`config.mk`:
```
export PLATFORM = sky130hd
export DESIGN_NAME = shift_req_scheduler
export DESIGN_NICKNAME = d
export VERILOG_FILES = /design/src/rtl/shift_req_scheduler.sv
export SDC_FILE = /design/constraint.sdc
export NUM_CORES = 1
export LEC_CHECK = 0
export ABC_AREA = 1
export BUFFER_PORTS_ARGS = -buffer_cell sky130_fd_sc_hd__buf_2
export CORE_MARGIN = 2
export CORE_UTILIZATION = 40
export DETAILED_ROUTE_END_ITERATION = 8
export HOLD_SLACK_MARGIN = 0.1
export PLACE_DENSITY = 0.78
export SYNTH_ARGS = -nofsm -noshare
export SYNTH_HDL_FRONTEND = slang
export SYNTH_SLANG_ARGS = --single-unit
```
`constraint.sdc`:
```
create_clock -name clk -period 1.95 [get_ports clk]
set_input_delay 0.2925 -clock clk [delete_from_list [all_inputs] [get_ports clk]]
set_output_delay 0.2925 -clock clk [all_outputs]
set_load 0.01 [all_outputs]
```
`src/rtl/shift_req_scheduler.sv`:
```
// Round-robin front end that time-shares one single-pass shifter among
// several requesters, splitting long shifts into bounded passes.
module shift_req_scheduler #(
  parameter int REQ_NUM         = 4,
  parameter int DATA_WIDTH      = 32,
  parameter int SHIFT_BIT_WIDTH = 5,
  parameter int AMT_WIDTH       = 7,
  localparam int ID_WIDTH = (REQ_NUM > 1) ? $clog2(REQ_NUM) : 1
) (
  input  logic                            clk,
  input  logic                            rst_n,
  input  logic [REQ_NUM-1:0]              iReqVld,
  output logic [REQ_NUM-1:0]              oReqRdy,
  input  logic [REQ_NUM*2-1:0]            iReqOp,
  input  logic [REQ_NUM*DATA_WIDTH-1:0]   iReqDat,
  input  logic [REQ_NUM*AMT_WIDTH-1:0]    iReqAmt,
  output logic                            oSftR,
  output logic                            oSftA,
  output logic                            oSftL,
  output logic                            oSftC,
  output logic [DATA_WIDTH-1:0]           oSftDat,
  output logic [SHIFT_BIT_WIDTH-1:0]      oSftBit,
  input  logic [DATA_WIDTH-1:0]           iSftRslt,
  output logic                            oRspVld,
  input  logic                            iRspRdy,
  output logic [DATA_WIDTH-1:0]           oRspDat,
  output logic [ID_WIDTH-1:0]             oRspId,
  output logic                            oBusy
);

  localparam logic [1:0] S_IDLE = 2'd0;
  localparam logic [1:0] S_RUN  = 2'd1;
  localparam logic [1:0] S_RSP  = 2'd2;

  localparam logic [AMT_WIDTH-1:0] MAX_STEP =
    AMT_WIDTH'((1 << SHIFT_BIT_WIDTH) - 1);
  localparam logic [ID_WIDTH-1:0] LAST_ID = ID_WIDTH'(REQ_NUM - 1);

  logic [1:0]            state_q, state_d;
  logic [ID_WIDTH-1:0]   ptr_q, ptr_d;
  logic [ID_WIDTH-1:0]   id_q, id_d;
  logic [1:0]            op_q, op_d;
  logic [DATA_WIDTH-1:0] work_q, work_d;
  logic [AMT_WIDTH-1:0]  rem_q, rem_d;

  logic                  found;
  logic [ID_WIDTH-1:0]   win;
  logic [AMT_WIDTH-1:0]  step;
  logic [AMT_WIDTH-1:0]  rem_nxt;
  logic                  run;
  logic                  rsp;
  logic                  accept;

  // Scan downwards so the requester closest after ptr wins last.
  always_comb begin
    found = 1'b0;
    win   = '0;
    for (int k = REQ_NUM - 1; k >= 0; k--) begin
      if (iReqVld[(int'(ptr_q) + k) % REQ_NUM]) begin
        found = 1'b1;
        win   = ID_WIDTH'((int'(ptr_q) + k) % REQ_NUM);
      end
    end
  end

  assign run     = (state_q == S_RUN);
  assign rsp     = (state_q == S_RSP);
  assign accept  = (state_q == S_IDLE) && found && rst_n;
  assign step    = (rem_q > MAX_STEP) ? MAX_STEP : rem_q;
  assign rem_nxt = rem_q - step;

  always_comb begin
    oReqRdy = '0;
    if (accept) oReqRdy[win] = 1'b1;
  end

  assign oSftR   = run && (op_q != 2'b10);
  assign oSftA   = run && (op_q == 2'b01);
  assign oSftL   = run && (op_q == 2'b10);
  assign oSftC   = run && (op_q == 2'b11);
  assign oSftDat = run ? work_q : '0;
  assign oSftBit = run ? step[SHIFT_BIT_WIDTH-1:0] : '0;

  assign oRspVld = rsp;
  assign oRspDat = rsp ? work_q : '0;
  assign oRspId  = rsp ? id_q : '0;
  assign oBusy   = (state_q != S_IDLE);

  always_comb begin
    state_d = state_q;
    ptr_d   = ptr_q;
    id_d    = id_q;
    op_d    = op_q;
    work_d  = work_q;
    rem_d   = rem_q;
    case (state_q)
      S_IDLE: begin
        if (accept) begin
          state_d = S_RUN;
          ptr_d   = (win == LAST_ID) ? '0 : win + 1'b1;
          id_d    = win;
          op_d    = iReqOp[win*2 +: 2];
          work_d  = iReqDat[win*DATA_WIDTH +: DATA_WIDTH];
          rem_d   = iReqAmt[win*AMT_WIDTH +: AMT_WIDTH];
        end
      end
      S_RUN: begin
        work_d = iSftRslt;
        rem_d  = rem_nxt;
        if (rem_nxt == '0) state_d = S_RSP;
      end
      S_RSP: begin
        if (iRspRdy) state_d = S_IDLE;
      end
      default: state_d = S_IDLE;
    endcase
  end

  always_ff @(posedge clk) begin
    if (!rst_n) begin
      state_q <= S_IDLE;
      ptr_q   <= '0;
      id_q    <= '0;
      op_q    <= '0;
      work_q  <= '0;
      rem_q   <= '0;
    end else begin
      state_q <= state_d;
      ptr_q   <= ptr_d;
      id_q    <= id_d;
      op_q    <= op_d;
      work_q  <= work_d;
      rem_q   <= rem_d;
    end
  end

endmodule

```
==> impl_results.md <==
- Status: complete, but fails checks
- Failing checks: setup timing
- Synth Net Count: 1,114
- Synthesized area per cell: 5.08 µm²
- Worst skew pair latency: 280 ps
- Crit-path max cell delay: 410 ps
- GPL Wtd Cong: 0.916
- Top_reg_cell synth: dfxtp_1
- Initial DRT Pass Iterations: 5
- Worst Max-Slew Pin Slew: 521 ps
- Critical path class: flop to output port
- WP data arrival: 1910 ps
- I/O pin total: 284
- Cts bufs inserted: 5
- # Max-Cap Violations: 0
- Critical Path RT: about 1700 ps
- Inserted Diodes: 0
- Post-Syn Area: 4600 µm²
- Cts hold-fix bufs: 0
- Multi-input gate area: 3140 µm²
- Synth Register Bits: 47
- Routed wl met2: 8750 µm
- Layout cells sized above 1: 0.368
- FF/Latch Area: ~950 µm²
- IO buf count: between 200 and 300
- Min Tclk post-route: 2200 ps
- Starting density of the core: 0.407
- Switch share: 0.508
- Cells along the critical path: inv_8, nand2_4, nand2_2, nand2_2, nand2_2, inv_2, o21ai_2, nand2_2, nand2_4, buf_12, inv_8, ha_4, inv_2, nor2_2, buf_2
- CP max-delay cell: dfxtp_4
- Clock sink count: 47
- DIE WIDTH: 111 µm
- Number of enable flip-flop cells after synthesis: 0
- Power share of the clock group: 0.063
- Post-place setup slack: -202 ps
- Period utilization: 1.13
- Wirelength, routed: 17,800 µm
- Root Buffer: clkbuf_16
- Worst Path Max Fanout: 6
- First-pass GRT wire length: 26,700 µm
- Post-synthesis cell type count: 30
- Met3 WL: about 1400 µm
- Met1 Wirelength: 7260 µm
- Final hold viol count: 0
- Fmax: 454 MHz
- TritonCTS clock tree: built
- Final non-filler cell total: 1,360
- Gate power share: 0.814
- RSZ-0062 raised after global routing: yes
- Pwr per Cell Area: 1980 nW/µm²
- CP Capture Type: output port
- Routed Antenna Nets: 0
- Core Footprint: about 11,000 µm²
- Cell row count: 39
- Seq pwr share: 0.122
- Filler Cell Count: between 1,000 and 1,500
- Dpl cells: roughly 1,300
- CTS HTree Levels: 2
- Vias in the first global route: between 5,000 and 6,000
- CP most frequent cell: nand2_2
- Uppermost metal layer occupied by signal nets: met4
- Min setup slack post-route: -255 ps
- Largest net degree at the start of global routing: 51
- Clock transition at the registers of the reported paths: 60 ps
- Total GRT Usage: 0.258
- Max-slew violations: 0
- Slew headroom: 0.653
- Grt ovf: 0
- NumNets Final: 1,424
- Die Y: 111 µm
- Via-to-Cell Ratio: approximately 4.8
- Maximum vdd drop: 1060 µV
- Cells after Synth: 906
- Worst-case clock skew: 5.21 ps
- Async set or reset register ratio after synthesis: 0
- DP HPWL: between 10,000 and 15,000 µm
- Via count: between 6,000 and 7,000
- Drt drc: 0
- Worst hold path class: primary input to flop
- Area delta synth->final: 56.7%
- Post-synthesis sequential area ratio: 0.204
- Clk buf depth: 2
- Final setup violation count: 44
- Cell-internal power: 7.03 mW
- P_leak: 4.36 nW
- Initial antenna violation count: 0
- P_sw: 7.26 mW
- CP startpoint kind: flop
- Wire per inst: 13.1 µm
- Die ar.: 12,400 µm²
- First DRT Iteration DRCs: 321
- Ys Warns: 0
## area by class of cell
class                   instances  area share
flip-flops and latches         47       0.132
well taps                     143      0.0248
repair buffers                357       0.311
multi-input cells             665       0.435
inverters                     140      0.0756
clock buffers                   8      0.0217
## critical path, delay by kind of cell, from the launching register on
kind	cells	cell delay, ps
AOI/OAI and AO/OA	1	60
adders and majority gates	1	120
buffers and inverters	6	510
DFF	1	410
and+or+nand+nor	7	510
## synthesized netlist by cell type, drive strengths merged, types with 3 or more instances
cell	count	area, µm²
dfxtp	47	941
inv	139	527
xor2	3	26.3
nand2	376	1420
a21oi	77	385
buf	33	199
o21ai	46	230
nor2	95	373
clkbuf	21	78.8
nand3	50	255
nor3	5	36.3
ha	5	62.6
## per-stage QoR
stage / power (mW) / instance area, µm² / util / hold slack (ps) / setup TNS, ps
after global routing: 15.6 / 7210 / 0.637 / 299 / -10500
after detailed placement: 10.6 / 6330 / 0.559 / 462 / -6320
final: 14.3 / 7210 / 0.637 / 291 / -4360
after floorplan: 7.89 / 4610 / - / 441 / 0
after global placement: 10.5 / 6330 / 0.559 / 452 / -4230
after CTS: 12.6 / 6770 / 0.598 / 285 / -4100
## layer usage
layer	vias up	GRT usage
li1	3354	-
met1	2841	0.316
met2	264	0.465
met3	30	0.0443
met4	0	0.0650
met5	-	0
## cell usage in the layout, fill, tap and decap left out, types with 10 or more instances in the layout
| cell type | count |
|---|---|
| nand2_1 | 340 |
| nand2_2 | 28 |
| inv_1 | 127 |
| a21oi_2 | 12 |
| o21ai_0 | 41 |
| clkbuf_16 | 10 |
| buf_2 | 283 |
| a21oi_1 | 65 |
| buf_4 | 50 |
| nor2_1 | 88 |
| nand3_1 | 41 |
| dfxtp_1 | 45 |
## registers in the layout, summed over array words and instances, names as in the netlist
signal,cells
state_q,2
rem_q,7
op_q,2
work_q,32
id_q,2
ptr_q,2
## power by group through the flow
stage / logic (mW) / clock network [mW] / registers (mW)
global route: 12.9 / 0.950 / 1.79
global placement: 8.79 / 0 / 1.72
finish: 11.6 / 0.904 / 1.75
CTS: 9.90 / 0.927 / 1.72
floorplan: 6.25 / 0 / 1.64
detailed placement: 8.85 / 0 / 1.73
## kinds of logic (layout without fill, tap and decap cells)
logic type               Yosys count  count (layout)  share of synthesized area
AND/OR/NAND/NOR                  530             530                      0.461
adder cells (fa/ha/maj)            5               5                     0.0136
XOR/XNOR                           3               3                    0.00571
AO/OA/AOI/OAI                    127             127                      0.140
buffers and inverters            194             505                      0.176
flip-flops                        47              47                      0.204
## final timing paths
| path | from | depth (start not counted) | to | slack [ps] |
|---|---|---|---|---|
| setup / recovery | ptr_q[0] | 15 | oReqRdy[2] | -250 |
| hold / removal | iSftRslt[13] | 3 | work_q[13] | 290 |
| setup reg to reg | ptr_q[0] | 18 | work_q[9] | -190 |
| hold reg to reg | id_q[1] | 2 | id_q[1] | 470 |
## timing repair
action	4_1_cts	5_1_grt
cloned	2	6
endpoints found under the setup margin	46	48
endpoints found under the hold margin	0	0
pin swaps	20	18
resized for setup	43	67
setup buffers	11	9
No activity file was read; power rests on OpenSTA's default activity.
